[config.mk]
export PLATFORM = sky130hd
export DESIGN_NAME = stopwatch_ctrl
export DESIGN_NICKNAME = d
export VERILOG_FILES = /design/src/rtl/stopwatch_pkg.sv /design/src/rtl/stopwatch_btn_conditioner.sv /design/src/rtl/stopwatch_ctrl.sv
export SDC_FILE = /design/constraint.sdc
export NUM_CORES = 1
export LEC_CHECK = 0
export CAP_MARGIN = 20
export CORE_ASPECT_RATIO = 1.1
export CORE_UTILIZATION = 45
export CTS_CLUSTER_DIAMETER = 120
export DETAILED_ROUTE_END_ITERATION = 8
export PLACE_DENSITY = 0.75
export SLEW_MARGIN = 10
export SYNTH_ARGS = -nofsm -noshare
export SYNTH_HDL_FRONTEND = slang
export SYNTH_SLANG_ARGS = --single-unit
[constraint.sdc]
create_clock -name clk_c -period 2.3 [get_ports clk_c]
set_input_delay 0.345 -clock clk_c [delete_from_list [all_inputs] [get_ports clk_c]]
set_output_delay 0.345 -clock clk_c [all_outputs]
set_load 0.005 [all_outputs]
[src/rtl/stopwatch_pkg.sv]
// Shared types, digit limits and helpers
// for the stopwatch control sequencer.
package stopwatch_pkg;

  typedef enum logic [1:0] {
    ST_RUN   = 2'd0,
    ST_PAUSE = 2'd1,
    ST_ADJ   = 2'd2
  } sw_state_e;

  localparam logic [3:0] UNIT_MAX = 4'd9;
  localparam logic [3:0] TENS_MAX = 4'd5;

  localparam logic [1:0] SEL_SEC_U = 2'b00;
  localparam logic [1:0] SEL_SEC_T = 2'b01;
  localparam logic [1:0] SEL_MIN_U = 2'b10;
  localparam logic [1:0] SEL_MIN_T = 2'b11;

  function automatic int unsigned cnt_w(
    input int unsigned div
  );
    return (div > 1) ? int'($clog2(div)) : 1;
  endfunction

  function automatic logic [3:0] clamp_digit(
    input logic [1:0] sel,
    input logic [3:0] num
  );
    logic [3:0] lim;
    lim = UNIT_MAX;
    unique case (sel)
      SEL_SEC_U, SEL_MIN_U: lim = UNIT_MAX;
      SEL_SEC_T, SEL_MIN_T: lim = TENS_MAX;
      default:              lim = UNIT_MAX;
    endcase
    return (num > lim) ? lim : num;
  endfunction

endpackage

[src/rtl/stopwatch_btn_conditioner.sv]
// Button synchroniser, debouncer and
// one-cycle rising-edge pulse generator.
module btn_conditioner
  import stopwatch_pkg::*;
#(
  parameter int unsigned DEBOUNCE_CYC = 1_000_000
) (
  input  logic clk_c,
  input  logic reset_n_c,
  input  logic i_btn,
  output logic o_rise
);

  localparam int unsigned DB_W = cnt_w(DEBOUNCE_CYC);
  localparam logic [DB_W-1:0] DB_MAX =
    DB_W'(DEBOUNCE_CYC - 1);

  logic            r_s1;
  logic            r_s2;
  logic            r_level;
  logic            r_rise;
  logic [DB_W-1:0] r_db;

  always_ff @(posedge clk_c or negedge reset_n_c) begin
    if (!reset_n_c) begin
      r_s1    <= 1'b0;
      r_s2    <= 1'b0;
      r_level <= 1'b0;
      r_rise  <= 1'b0;
      r_db    <= '0;
    end else begin
      r_s1   <= i_btn;
      r_s2   <= r_s1;
      r_rise <= 1'b0;
      // any sample matching the accepted level restarts the run
      if (r_s2 == r_level) begin
        r_db <= '0;
      end else if (r_db == DB_MAX) begin
        r_db    <= '0;
        r_level <= r_s2;
        r_rise  <= r_s2;
      end else begin
        r_db <= r_db + 1'b1;
      end
    end
  end

  assign o_rise = r_rise;

endmodule

[src/rtl/stopwatch_ctrl.sv]
// Stopwatch control sequencer: RUN/PAUSE/ADJ
// FSM, 1 Hz tick, adjust loads and blink.
module stopwatch_ctrl
  import stopwatch_pkg::*;
#(
  parameter int unsigned TICK_DIV     = 100_000_000,
  parameter int unsigned ADJ_DIV      = 50_000_000,
  parameter int unsigned BLINK_DIV    = 25_000_000,
  parameter int unsigned DEBOUNCE_CYC = 1_000_000
) (
  input  logic       clk_c,
  input  logic       reset_n_c,
  input  logic       btn_pause,
  input  logic       btn_reset,
  input  logic       adj,
  input  logic [1:0] sel,
  input  logic [3:0] num,
  output logic       cnt_en,
  output logic       cnt_clr,
  output logic       ld_en,
  output logic [1:0] ld_sel,
  output logic [3:0] ld_val,
  output logic       blink_on,
  output logic       paused
);

  localparam int unsigned TK_W = cnt_w(TICK_DIV);
  localparam int unsigned AD_W = cnt_w(ADJ_DIV);
  localparam int unsigned BL_W = cnt_w(BLINK_DIV);

  localparam logic [TK_W-1:0] TK_MAX =
    TK_W'(TICK_DIV - 1);
  localparam logic [AD_W-1:0] AD_MAX =
    AD_W'(ADJ_DIV - 1);
  localparam logic [BL_W-1:0] BL_MAX =
    BL_W'(BLINK_DIV - 1);

  logic w_pause_pulse;
  logic w_reset_pulse;

  sw_state_e r_state;
  sw_state_e w_state_nxt;
  logic      r_paused;
  logic      w_paused_nxt;

  logic [TK_W-1:0] r_tick;
  logic [AD_W-1:0] r_adj_cnt;
  logic [BL_W-1:0] r_blk_cnt;

  logic       r_cnt_en;
  logic       r_cnt_clr;
  logic       r_ld_en;
  logic [1:0] r_ld_sel;
  logic [3:0] r_ld_val;
  logic       r_blink;

  logic w_adj_entry;
  logic w_tick_hit;
  logic w_ld_hit;
  logic w_blk_hit;

  btn_conditioner #(
    .DEBOUNCE_CYC(DEBOUNCE_CYC)
  ) u_pause (
    .clk_c     (clk_c),
    .reset_n_c (reset_n_c),
    .i_btn     (btn_pause),
    .o_rise    (w_pause_pulse)
  );

  btn_conditioner #(
    .DEBOUNCE_CYC(DEBOUNCE_CYC)
  ) u_reset (
    .clk_c     (clk_c),
    .reset_n_c (reset_n_c),
    .i_btn     (btn_reset),
    .o_rise    (w_reset_pulse)
  );

  always_ff @(posedge clk_c or negedge reset_n_c) begin
    if (!reset_n_c) begin
      r_state  <= ST_RUN;
      r_paused <= 1'b0;
    end else begin
      r_state  <= w_state_nxt;
      r_paused <= w_paused_nxt;
    end
  end

  // adj wins over a pause pulse arriving in the same cycle
  always_comb begin
    w_state_nxt  = r_state;
    w_paused_nxt = r_paused;
    unique case (r_state)
      ST_RUN: begin
        if (adj) begin
          w_state_nxt = ST_ADJ;
        end else if (w_pause_pulse) begin
          w_state_nxt  = ST_PAUSE;
          w_paused_nxt = 1'b1;
        end
      end
      ST_PAUSE: begin
        if (adj) begin
          w_state_nxt = ST_ADJ;
        end else if (w_pause_pulse) begin
          w_state_nxt  = ST_RUN;
          w_paused_nxt = 1'b0;
        end
      end
      ST_ADJ: begin
        if (!adj) begin
          w_state_nxt = r_paused ? ST_PAUSE : ST_RUN;
        end
      end
      default: begin
        w_state_nxt = ST_RUN;
      end
    endcase
  end

  assign w_adj_entry = (w_state_nxt == ST_ADJ) &&
                       (r_state != ST_ADJ);
  assign w_tick_hit  = (r_state == ST_RUN) &&
                       (r_tick == TK_MAX);
  assign w_ld_hit    = (r_state == ST_ADJ) &&
                       (r_adj_cnt == AD_MAX);
  assign w_blk_hit   = (r_state == ST_ADJ) &&
                       (r_blk_cnt == BL_MAX);

  // tick count survives PAUSE/ADJ so the partial second is kept
  always_ff @(posedge clk_c or negedge reset_n_c) begin
    if (!reset_n_c) begin
      r_tick <= '0;
    end else if (w_reset_pulse) begin
      r_tick <= '0;
    end else if (r_state == ST_RUN) begin
      r_tick <= w_tick_hit ? '0 : r_tick + 1'b1;
    end
  end

  always_ff @(posedge clk_c or negedge reset_n_c) begin
    if (!reset_n_c) begin
      r_adj_cnt <= '0;
      r_blk_cnt <= '0;
    end else if (w_adj_entry) begin
      r_adj_cnt <= '0;
      r_blk_cnt <= '0;
    end else if (r_state == ST_ADJ) begin
      r_adj_cnt <= w_ld_hit ? '0 : r_adj_cnt + 1'b1;
      r_blk_cnt <= w_blk_hit ? '0 : r_blk_cnt + 1'b1;
    end
  end

  // clear beats load beats tick; losers are dropped
  always_ff @(posedge clk_c or negedge reset_n_c) begin
    if (!reset_n_c) begin
      r_cnt_en  <= 1'b0;
      r_cnt_clr <= 1'b0;
      r_ld_en   <= 1'b0;
      r_ld_sel  <= '0;
      r_ld_val  <= '0;
    end else begin
      r_cnt_clr <= w_reset_pulse;
      r_ld_en   <= w_ld_hit && !w_reset_pulse;
      r_cnt_en  <= w_tick_hit && !w_reset_pulse &&
                   !w_ld_hit;
      if (w_ld_hit && !w_reset_pulse) begin
        r_ld_sel <= sel;
        r_ld_val <= clamp_digit(sel, num);
      end
    end
  end

  always_ff @(posedge clk_c or negedge reset_n_c) begin
    if (!reset_n_c) begin
      r_blink <= 1'b1;
    end else if (w_state_nxt != ST_ADJ) begin
      r_blink <= 1'b1;
    end else if (w_adj_entry) begin
      r_blink <= 1'b1;
    end else if (w_blk_hit) begin
      r_blink <= ~r_blink;
    end
  end

  assign cnt_en   = r_cnt_en;
  assign cnt_clr  = r_cnt_clr;
  assign ld_en    = r_ld_en;
  assign ld_sel   = r_ld_sel;
  assign ld_val   = r_ld_val;
  assign blink_on = r_blink;
  assign paused   = r_paused;

endmodule

## After elaboration in Yosys (flattened, before gate mapping)

Index checks and enable logic that the tools add are counted.

| storage, ports and cells | value |
|---|---|
| bits in registers | 139 |
| output and inout port bits | 11 |
| word-level logic and storage cells | 104 |

| cells by class | value |
|---|---|
| add/subtract/negate cells | 5 |
| $lt $le $gt $ge | 1 |
| eq/ne operators | 19 |
| multiplexer cells | 35 |
| bitwise logic cells | 3 |
| reductions and logical operators | 20 |

Operator list:

| kind | count |
|---|---|
| 27-bit 2-to-1 mux | 3 |
| 20-bit 2-to-1 mux | 4 |
| 26-bit 2-to-1 mux | 3 |
| 25-bit 2-to-1 mux | 3 |
| 20-bit by 1-bit adder with 20-bit output, second input constant | 2 |
| 20-bit equality test, second input constant | 2 |
| 27-bit by 1-bit adder with 27-bit output, second input constant | 1 |
| 27-bit equality test, second input constant | 1 |
| 26-bit by 1-bit adder with 26-bit output, second input constant | 1 |
| 26-bit equality test, second input constant | 1 |
| 25-bit by 1-bit adder with 25-bit output, second input constant | 1 |
| 25-bit equality test, second input constant | 1 |
| 1-bit 2-to-1 mux | 12 |
| 2-bit 2-to-1 mux | 5 |
| 2-bit equality test, second input constant | 4 |
| 4-bit 2-to-1 mux | 2 |
| 2-bit inequality test, second input constant | 4 |
| 4-bit one-hot mux with 2 select lines | 1 |
| 1-bit logical AND | 7 |
| 2-bit one-hot mux with 3 select lines | 1 |
| 2-bit nonzero test | 3 |
| 5-bit AND reduction | 1 |
| 2-bit by 1-bit equality test with 1-bit output, second input constant | 2 |
| 4-bit greater-than comparator | 1 |
| other kinds (9) | 17 |

## Depth between registers and ports, before layout

Gate-level depths: netlist of the first run.

| logic depth | value |
|---|---|
| word-level depth | 7 |
| gate-level depth with buffers | 8 |
| gate-level depth less buffers | 7 |

## By module

From an unflattened synthesis of the first run, not the netlist that was laid out.

| second synthesis, totals | value |
|---|---|
| cell total of the unflattened synthesis | 765 |
| area total of the unflattened synthesis | 7,243.2 µm² |

Modules (own cells, without submodules):

| module | instances | cells each | area an instance (µm²) | seq. area each (µm²) |
|---|---|---|---|---|
| stopwatch_ctrl | 1 | 533 | 4,971.0 | 2,278.4 |
| btn_conditioner | 2 | 116 | 1,136.1 | 600.6 |

## Worst setup path before layout of the first run

OpenSTA, ideal clock, no wires.

| path | value |
|---|---|
| path type | register -> register |
| start point | register r_state[0] |
| end point | register r_ld_sel[0] (netlist: ld_sel[0]) |
| arrival | 2,041 ps |
| required time | 2,175 ps |
| path slack | 135 ps |
| cell stages (with the launch flop) | 7 |
| buffers on the path | 2 |
| period minus slack after synthesis | 2,165 ps |
| cells stage by stage | dfrtp_1 -> buf_2 -> or4b_2 -> nor4_2 -> and3_1 -> buf_2 -> mux2_2 |

| between the ends | value |
|---|---|
| word-level cells in the longest chain between the ends | 3 |

Ends and longest elaborated chain:

| what | line | RTL |
|---|---|---|
| start, declared | stopwatch_ctrl.sv:41 | `sw_state_e r_state;` |
| start signal, assigned | stopwatch_ctrl.sv:85 | `r_state <= w_state_nxt;` |
| 2-bit equality test | stopwatch_ctrl.sv:126 | `assign w_ld_hit = (r_state == ST_ADJ) &&` |
| 1-bit logical AND | stopwatch_ctrl.sv:126 |  |
| 1-bit logical AND | stopwatch_ctrl.sv:168 | `if (w_ld_hit && !w_reset_pulse) begin` |
| end signal, assigned | stopwatch_ctrl.sv:169 | `r_ld_sel <= sel;` |
| end, declared | stopwatch_ctrl.sv:53 | `logic [1:0] r_ld_sel;` |

Every way passes these cells.
A chain may end at the register's enable or synchronous reset.

## Worst setup path in the final report of the first run

| path | value |
|---|---|
| start point | register r_blk_cnt[10] |
| end point | register r_blk_cnt[1] |

| between the ends | value |
|---|---|
| word-level cells in the longest chain between the ends | 5 |

Ends and longest elaborated chain:

| what | line | RTL |
|---|---|---|
| start, declared | stopwatch_ctrl.sv:48 | `logic [BL_W-1:0] r_blk_cnt;` |
| start signal, assigned | stopwatch_ctrl.sv:151 | `r_blk_cnt <= w_blk_hit ? '0 : r_blk_cnt + 1'b1;` |
| 25-bit equality test | stopwatch_ctrl.sv:129 | `(r_blk_cnt == BL_MAX);` |
| 1-bit logical AND | stopwatch_ctrl.sv:128 | `assign w_blk_hit = (r_state == ST_ADJ) &&` |
| 25-bit 2-to-1 mux | stopwatch_ctrl.sv:151 |  |
| 25-bit 2-to-1 mux | stopwatch_ctrl.sv:149 | `end else if (r_state == ST_ADJ) begin` |
| 25-bit 2-to-1 mux | stopwatch_ctrl.sv:146 | `end else if (w_adj_entry) begin` |

Every way passes these cells. The select of a mux whose other input is x is not followed.

==> key figures, run 1 <==
Synthesis
  – Synth Area in Simple Gates: 0.274
  – Asr flop ratio synth: 1.00
  – Largest family of logic cells by synthesized area: simple AND/OR/NAND/NOR gates
  – Register bit total from synthesis: 139
  – Synth Flop Type: dfrtp_1
  – Unique cell type count in the Yosys netlist: 56
  – Post-synthesis sequential area ratio: 0.492
  – Multiplexer share of the synthesized area: 0.0255
  – Synthesized area per cell: 9.60 um^2
  – Synth Area in Compound Gates: 0.0717
  – Yosys warning count: 0
  – Post-Synth Adder-Cell Area: 0.0124
  – Number of synthesized flops with an enable pin: 0
  – Syn_nets: 754
  – Post-synthesis xor/xnor area fraction: 0.0967
  – Cell area after synthesis: 0.00707 mm^2
  – Gate Count Post-Synth: 736

Power and ir drop
  – Flop pwr share: 0.443
  – Int Power: 4.75 mW
  – Clock network fraction of total power: 0.478
  – Switching power: 1.44 mW
  – VDD IR-drop max: 0.497 mV
  – Power Dens Cells: 741 mW/mm^2
  – Pleak: 3.60 nW
  – Combinational share of power: 0.079
  – Switching share of power: 0.233

Critical path
  – Crit-path leading delay family: simple AND/OR/NAND/NOR gates
  – Crit path capture type: register
  – Crit Path Max Fanout: 4
  – Kind of critical path: reg2reg
  – Critical path's largest stage delay: 0.51 ns
  – CP max-delay cell: or4b_1
  – CP required: 2.60 ns
  – WP data arrival: 2.50 ns
  – R2r worst-path depth: 4
  – Critical path startpoint category: register
  – WP depth: 4
  – Worst-path cell chain: or4b_1, or4_1, or4_4, a32o_1
  – CP bufs+invs: 0

GRT
  – Largest net degree at the start of global routing: 50
  – Initial antenna violation count: 0
  – Total grt overflow: 0
  – First-pass GRT wire length: 25,300 um
  – Vias in the first global route: 5,481
  – GR Util All Layers: 0.194

Final layout
  – Layout area overhead: 18.3%
  – Most common cell after layout, fill and taps aside: dfrtp_1
  – Nets@finish: 803
  – Multi-input logic area: 0.00341 mm^2
  – Final Util: 0.551
  – Leading cell types in the layout, fill and taps excluded: dfrtp_1, nor2_1, nand2_1, xor2_1, nand3_1
  – Inserted Diodes: 0
  – Sequential Area: 0.00348 mm^2
  – Layout cell share with drive strength beyond 1: 0.119
  – Filler cell count in the final layout: 1,361

STA
  – Final Hold Viols: 0
  – Final Skew: 0.00782 ns
  – Max Fclk: 454 MHz
  – Tightest Pin Transition: 0.578 ns
  – Fin crit period: 2.20 ns
  – Endpoints failing setup: 0
  – Final WS setup: 0.0994 ns
  – Final slew viol count: 0
  – Final period util: 0.957
  – Slew Limit Headroom: 0.615

Clocking
  – Reg clk slew, reported paths: 0.06 ns
  – TritonCTS clock tree: yes
  – Clk root buf: clkbuf_16
  – Num CTS Buffers: 17
  – Bufs on Longest Clock Path: 2
  – Htree depth: 4
  – Worst-Skew Late Latency: 0.42 ns
  – Clk sinks: 139

Floorplan
  – DIE WIDTH: 121 um
  – Core area: 0.0152 mm^2
  – Rows: 47
  – Die area: 0.0162 mm^2
  – Initial Utilization: 0.466
  – Die height: 133 um
  – I/O pin cnt: 22

Detailed routing
  – Via count: 5,559
  – Iter 0 DRT Violations: 318
  – Vias/cell: 5.59
  – Post-route ant nets: 0
  – WL/cell: 14.4 um
  – # DRC: 0
  – Initial DRT Pass Iterations: 5
  – Post-Route WL: 14,400 um

Placement
  – Post-DP HPWL: 9600 um
  – Post-placement setup slack: 0.0598 ns
  – IO Port Bufs: 21
  – GP Congestion: 0.810

Hold path
  – Worst Hold Depth: 0
  – Worst Hold Class: reg2reg

Run status
  – Status: finished clean

Run
  – Max Cap Viol: 0
-- layout make-up --
class | count | area share
clock buffer | 20 | 0.0535
sequential | 139 | 0.416
tap | 196 | 0.0293
inverter | 10 | 0.00449
multi-input combinational | 555 | 0.408
clock inverter | 12 | 0.0232
timing repair buffer | 62 | 0.0654
-- cells in the mapped netlist, drive strengths merged (2+ instances only) --
cell type / n / area (um^2)
a31oi: 23 / 144
inv: 10 / 37.5
nor4: 17 / 119
xor2: 55 / 482
nor4bb: 2 / 20.0
dfrtp: 138 / 3450
ha: 7 / 87.6
and4: 6 / 52.6
nor3b: 2 / 15.0
a21o: 2 / 15.0
nor2b: 3 / 18.8
mux2: 8 / 90.1
or4: 8 / 63.8
nand2b: 6 / 37.5
nand4: 41 / 257
nor2: 98 / 368
xnor2: 23 / 201
or3: 7 / 43.8
or2: 3 / 18.8
a22o: 3 / 26.3
nand3: 49 / 245
mux2i: 9 / 90.1
or3b: 2 / 17.5
and2: 9 / 56.3
clkbuf: 22 / 83.8
a21oi: 26 / 134
buf: 10 / 68.8
nand2: 66 / 255
or4b: 3 / 30.0
nor3: 16 / 80.1
nor4b: 7 / 61.3
a41oi: 3 / 26.3
o21ai: 15 / 75.1
and3: 22 / 138
nand3b: 3 / 22.5
-- worst register-to-register path, stage by stage (launching register included) --
cell     delay (ns)
dfrtp_1        0.40
or4b_1         0.51
or4_1          0.40
or4_4          0.49
a32o_1         0.29
-- path summary, 6_finish.rpt --
path	startpoint	to	slack, ns
max in group asynchronous	reset_n_c	blink_on	1.18
hold / removal	u_reset.r_s1	u_reset.r_s2	0.35
min in group asynchronous	reset_n_c	u_reset.r_db[2]	0.42
hold reg to reg	u_reset.r_s1	u_reset.r_s2	0.35
setup reg to reg	r_blk_cnt[10]	r_blk_cnt[1]	0.1
setup / recovery	r_blk_cnt[10]	r_blk_cnt[1]	0.1
-- sequential cells by signal, indices dropped and copies added (netlist names), 2 cells and up --
name and flops:
ld_sel 2, r_blk_cnt 25, u_pause.r_db 20, r_tick 27, r_adj_cnt 26, r_state 2, u_reset.r_db 20, ld_val 4
-- through the flow --
step | std cells | TNS, ns | hold slack [ns] | cell area [um^2] | total power [mW]
after floorplan | 736 | 0 | 0.0494 | 7070 | 3.06
after global placement | 961 | 0 | 0.306 | 7700 | 3.25
after detailed placement | 961 | 0 | 0.307 | 7700 | 3.27
after CTS | 994 | 0 | 0.348 | 8350 | 6.25
after global routing | 994 | -0.215 | 0.362 | 8360 | 6.44
final | 994 | 0 | 0.346 | 8360 | 6.19
-- timing repair --
action / CTS / global route
buffers inserted: 0 / 0
gates resized for setup: 0 / 2
setup endpoints to repair: 0 / 22
hold endpoints to repair: 45 / 0
hold buffers: 1 / 0
-- kinds of logic after synthesis --
| kind of cell | Yosys count |
|---|---|
| flip-flops | 139 |
| multiplexers | 17 |
| XOR/XNOR | 78 |
| adder cells (fa/ha/maj) | 7 |
| buffers and inverters | 42 |
| AO/OA/AOI/OAI | 81 |
| AND/OR/NAND/NOR | 372 |
-- metal layers --
layer	global-route usage	wire length [um]
met5	0	0
met3	0.0398	526
met2	0.313	6960
met1	0.256	6670
met4	0.0761	201
-- power groups by stage --
stage	logic, mW	clock network [mW]	registers (mW)
finish	0.490	2.96	2.75
global route	0.557	3.11	2.77
CTS	0.494	3.01	2.74
global placement	0.473	0	2.78
detailed placement	0.486	0	2.78
floorplan	0.315	0	2.75
(Power assumes the default switching activity.)
==> run 2, diff against run 1 <==
--- a/config.mk
+++ b/config.mk
@@ -5,8 +5,7 @@
 export SDC_FILE = /design/constraint.sdc
 export NUM_CORES = 1
 export LEC_CHECK = 0
-export CAP_MARGIN = 20
-export CORE_ASPECT_RATIO = 1.1
+export CAP_MARGIN = 15
 export CORE_UTILIZATION = 45
 export CTS_CLUSTER_DIAMETER = 120
 export DETAILED_ROUTE_END_ITERATION = 8
==> run 2 against run 1 <==
  * Cell count up 1.3%
  * Non-clock buffer count down 2
  * Register-to-register slack about the same
  * Clock power up 11%
  * Count of clock-buffer cells in the layout up 1
  * Flip-flop and latch count unchanged
  * Via count unchanged
  * Critical path depth unchanged
  * Routed wire length up 1.2%
  * Worst setup slack better by 0.0073 ns
  * Worst hold slack better by 0.0059 ns
==> key figures, run 2 (synthesis results as in run 1) <==
Critical path
  – WP data arrival: 2.51 ns
  – Crit Path Max Fanout: 4
  – CP required: 2.62 ns
  – R2R setup slack: 0.11 ns
  – Kind of critical path: reg2reg
  – RR Endpoint: r_blk_cnt[1]
  – Worst Setup EP: r_blk_cnt[1]
  – Critical path's largest stage delay: 0.50 ns
  – Critical path startpoint category: register
  – CP max-delay cell: or4b_1
  – R2r worst-path depth: 4
  – Worst-path cell chain: or4b_1, or4_1, or4_4, a32o_1
  – RR Startpoint: r_blk_cnt[10]
  – Crit path from: r_blk_cnt[10]
  – Crit path capture type: register

Power and ir drop
  – Clock network fraction of total power: 0.503
  – Flop pwr share: 0.422
  – Pleak: 3.64 nW
  – Switching power: 1.45 mW
  – VDD IR-drop max: 0.567 mV
  – Power Dens Cells: 770 mW/mm^2
  – Int Power: 5.06 mW
  – Switching share of power: 0.223
  – Combinational share of power: 0.074

STA
  – Final WS setup: 0.107 ns
  – Final period util: 0.954
  – Final Hold Viols: 0
  – Max Fclk: 456 MHz
  – Slew Limit Headroom: 0.666
  – Final Skew: 0.00514 ns
  – Total negative slack: 0 ns
  – Fin crit period: 2.19 ns
  – Final slew viol count: 0
  – Tightest Pin Transition: 0.496 ns
  – Endpoints failing setup: 0

Clocking
  – Setup repair bufs after CTS: 0
  – Htree depth: 4
  – Bufs on Longest Clock Path: 2
  – Clk root buf: clkbuf_16
  – Worst-Skew Late Latency: 0.43 ns
  – TritonCTS clock tree: yes
  – Num CTS Buffers: 17
  – Reg clk slew, reported paths: 0.06 ns
  – Clk sinks: 139

Detailed routing
  – Iter 0 DRT Violations: 468
  – # DRC: 0
  – Met1 Routed Length: 6860 um
  – Met2 routed WL: 6820 um
  – Via count: 5,559
  – Routed wl met3: 647 um
  – Highest Signal Layer: met4
  – Post-route ant nets: 0
  – Initial DRT Pass Iterations: 5
  – Post-Route WL: 14,500 um
  – WL/cell: 14.4 um
  – Vias/cell: 5.52

Final layout
  – Largest register by flop count: r_tick
  – Layout area overhead: 19.7%
  – Final Util: 0.554
  – Leading cell types in the layout, fill and taps excluded: dfrtp_1, nor2_1, nand2_1, xor2_1, nand3_1
  – Final cell count without fillers: 1,007
  – Layout cell share with drive strength beyond 1: 0.121
  – Final Cell Area: 0.00846 mm^2
  – Most common cell after layout, fill and taps aside: dfrtp_1
  – Sequential Area: 0.00348 mm^2
  – Nets@finish: 801
  – Filler cell count in the final layout: 1,302
  – Number of flip-flops in the largest register: 27
  – Multi-input logic area: 0.00343 mm^2
  – Inserted Diodes: 0
  – Top flop regs: r_tick: 27 flops, r_adj_cnt: 26 flops, r_blk_cnt: 25 flops

Floorplan
  – DIE WIDTH: 127 um
  – Rows: 45
  – I/O pin cnt: 22
  – Die area: 0.0162 mm^2
  – Initial Utilization: 0.463
  – Die height: 127 um
  – Core area: 0.0153 mm^2

GRT
  – Vias in the first global route: 5,298
  – Initial antenna violation count: 0
  – First-pass GRT wire length: 25,200 um
  – Largest net degree at the start of global routing: 52
  – GR Util All Layers: 0.195
  – Total grt overflow: 0

Placement
  – Placed insts: 974
  – Post-DP HPWL: 9530 um
  – Post-placement setup slack: 0.0668 ns
  – Placed inst area: 0.00770 mm^2
  – IO Port Bufs: 21
  – GP Congestion: 0.823

Run status
  – Status: finished clean

Run
  – Max Cap Viol: 0

Hold path
  – Worst Hold Class: in2reg
==> run 2: cell type report <==
cell class / instances / share of cell area
Clock buffer: 21 / 0.0568
Clock inverter: 11 / 0.0280
Inverter: 10 / 0.00444
Multi-Input combinational cell: 555 / 0.405
Sequential cell: 139 / 0.411
Tap cell: 211 / 0.0312
Timing Repair Buffer: 60 / 0.0629
==> run 2: worst min-delay path by stage <==
stage / start / cells after the start / to / slack (ns)
3_5_place_dp: reset_n_c / 1 / u_pause.r_db[2] / 0.32
3_3_place_gp: reset_n_c / 1 / r_tick[7] / 0.32
4_1_cts: btn_reset / 1 / u_reset.r_s1 / 0.35
2_1_floorplan: reset_n_c / 0 / cnt_clr / 0.05
6_report: btn_reset / 1 / u_reset.r_s1 / 0.35
5_1_grt: btn_reset / 1 / u_reset.r_s1 / 0.35
==> run 2: layer usage <==
layer / vias up / GRT usage
met4: 0 / 0.0644
li1: 2717 / -
met1: 2733 / 0.263
met5: - / 0
met3: 15 / 0.0511
met2: 94 / 0.307
==> run 2: power groups by stage <==
stage               combinational, mW  sequential, mW  clock, mW
floorplan                       0.315            2.75          0
global placement                0.472            2.78          0
detailed placement              0.484            2.79          0
CTS                             0.488            2.74       3.32
global route                    0.553            2.77       3.43
finish                          0.484            2.75       3.28
==> run 2: timing repair <==
action,4_1_cts,5_1_grt
resized for setup,0,5
endpoints found under the setup margin,0,26
hold buffers,1,0
hold endpoints to repair,46,0
==> run 2: critical path, delay by kind of cell (launching register included) <==
family,cells,cell delay [ns]
flops,1,0.40
simple gates,3,1.39
compound gates,1,0.28
==> run 2: per-stage QoR <==
step,hold WS [ns],power (mW)
3_5_place_dp,0.319,3.27
4_1_cts,0.351,6.55
5_1_grt,0.347,6.75
3_3_place_gp,0.320,3.25
2_1_floorplan,0.0494,3.06
6_report,0.352,6.51
==> edit (config.mk and constraints of run 2) <==
Re-encode `sw_state_e` (3 states) as one-hot, 3 bits wide.
--- a/src/rtl/stopwatch_pkg.sv
+++ b/src/rtl/stopwatch_pkg.sv
@@ -2,10 +2,10 @@
 // for the stopwatch control sequencer.
 package stopwatch_pkg;
 
-  typedef enum logic [1:0] {
-    ST_RUN   = 2'd0,
-    ST_PAUSE = 2'd1,
-    ST_ADJ   = 2'd2
+  typedef enum logic [2:0] {
+    ST_RUN   = 3'b001,
+    ST_PAUSE = 3'b010,
+    ST_ADJ   = 3'b100
   } sw_state_e;
 
   localparam logic [3:0] UNIT_MAX = 4'd9;
Function: same outputs for any inputs over 10 cycles, from zero or initial values and one cycle with reset_n_c low; not proved beyond that.
==> edit against run 2 <==
Via count is 1.8% higher; critical path depth is 1 higher; setup slack better by 22 ps; area after synthesis is 1.8% higher; die area is 1.7% higher; utilization hardly changed; wire length is 0.56% higher; clock skew is 4.7 ps higher; count of clock-buffer cells in the layout is 1 lower; sequential cell count is 1 higher; final area is 1.0% higher.
Power is not compared: it rests on default switching activity, and its combinational part moved more than twofold at a synthesized area within 25%.
==> edit: results (changes against run 2) <==
* DR iter-0 viols: 353 (was 468)
- Share of post-route cells with drive strength above 1: 12.64% (was 12.06%)
- The HPWL after detailed placement came to 9.720 mm (was 9.534 mm).
- Net count after synthesis: 771 (was 754)
* Sum of routed wire length over all layers: 14.61 mm (was 14.53 mm)
* Critical path fanouts, max: 12 (was 4)
- Reg-to-reg endpoint: r_tick[15] (was r_blk_cnt[1])
- Biggest area contributors in the synthesized netlist: sky130_fd_sc_hd__dfrtp_1, sky130_fd_sc_hd__xnor2_1, sky130_fd_sc_hd__nor2_1 (was sky130_fd_sc_hd__dfrtp_1, sky130_fd_sc_hd__xor2_1, sky130_fd_sc_hd__nor2_1).
- The arrival time at the worst endpoint came to 2480 ps (was 2510 ps).
- The global-route wire length before repair was 25.88 mm (was 25.25 mm).
* Met3 routed WL: 474 um (was 647 um)
* WL met1: 6.894 mm (was 6.861 mm)
* Ranking of synthesized cells by instance count: sky130_fd_sc_hd__dfrtp_1, sky130_fd_sc_hd__nor2_1, sky130_fd_sc_hd__nand2_1, sky130_fd_sc_hd__nand3_1, sky130_fd_sc_hd__xnor2_1 (was sky130_fd_sc_hd__dfrtp_1, sky130_fd_sc_hd__nor2_1, sky130_fd_sc_hd__nand2_1, sky130_fd_sc_hd__xor2_1, sky130_fd_sc_hd__nand3_1)
- The net total in the final layout was 828 (was 801).
- Worst Hold Path Cells: 0 (was 1)
- The critical hold path startpoint is u_pause.r_s1 (was btn_reset).
* Worst slack, placed: -169.7 ps (was 66.78 ps)
- The post-synthesis mux area share is 1.705% (was 2.550%).
- Xor and xnor area share after synthesis: 8.768% (was 9.667%)
- The ratio of routed vias to standard cells is 5.475 (was 5.520).
- Detailed route wirelength on metal2: 7.056 mm (was 6.817 mm)
- Worst slew slack as a fraction of its limit: 57.18% (was 66.65%)
- Result of the run: finished clean (unchanged)
* Synth Area in Compound Gates: 9.603% (was 7.171%)
* Endpoint, Worst Hold: u_pause.r_s2 (was u_reset.r_s1)
* Total placed instance area: 0.007914 sq mm (was 0.007700 sq mm)
- The number of global-route vias before repair is 5512 (was 5298).
- The register-to-register setup slack was 130 ps (was 110 ps).
- The slowest cell on the critical path is sky130_fd_sc_hd__dfstp_2 (was sky130_fd_sc_hd__or4b_1).
## edit: cell types whose count changed after synthesis, sizes merged, moves of 7 or more
| cell | delta |
|---|---|
| nand4 | -15 |
| xnor2 | +25 |
| a21oi | +8 |
| clkbuf | -7 |
| nor3 | +7 |
| xor2 | -31 |
| mux2i | -8 |
| nand2 | -7 |
## edit: report_power, final
group | internal [mW] | leakage (nW) | switching, mW | total, mW
sequential | 2.72 | 1.91 | 0.280 | 3.00
clock | 1.75 | 0.295 | 1.07 | 2.82
combinational | 0.593 | 1.35 | 0.795 | 1.39
## edit: routing by layer
| layer | up-vias | GRT usage, % |
|---|---|---|
| met5 | - | 0 |
| met4 | 0 | 7.266 |
| met3 | 16 | 4.615 |
| met2 | 82 | 31.51 |
| met1 | 2741 | 25.88 |
| li1 | 2822 | - |
## edit: area by class of cell
| cell class | instances | area [sq um] |
|---|---|---|
| Fill cell | 1380 | 6882 |
| Inverter | 15 | 56.30 |
| Clock buffer | 20 | 446.7 |
| Clock inverter | 12 | 163.9 |
| Timing Repair Buffer | 66 | 601.8 |
| Tap cell | 211 | 264.0 |
| Sequential cell | 140 | 3506 |
| Multi-Input combinational cell | 570 | 3507 |
## edit: kinds of logic after synthesis
group / after synthesis
DFF: 140
adders and majority gates: 7
xor gates and xnor gates: 72
and+or+nand+nor: 372
AOI/OAI and AO/OA: 108
buffers and inverters: 43
muxes: 11
## edit: worst max path at each step
stage / slack (ps) / start / cells past startpoint / endpoint
global route: 3 / r_state[0] / 5 / r_tick[17]
finish: 130 / r_state[0] / 5 / r_tick[15]
CTS: 80 / r_state[0] / 5 / r_tick[23]
floorplan: 160 / r_adj_cnt[10] / 5 / ld_sel[0]
detailed placement: -170 / adj / 8 / r_blk_cnt[24]
global placement: -60 / adj / 8 / r_blk_cnt[17]
## edit: stage by stage
step	util (%)	cells	setup TNS [ps]
after floorplan	-	753	0
after global placement	51.30	1001	-230.2
after detailed placement	51.30	1001	-828.8
after CTS	55.32	1034	0
after global routing	55.39	1034	0
final	55.39	1034	0
## edit: repair_timing
item                                    CTS  global route
gates resized for setup                   0             2
hold buffers                              1             0
endpoints found under the setup margin    0             4
endpoints found under the hold margin    41             0
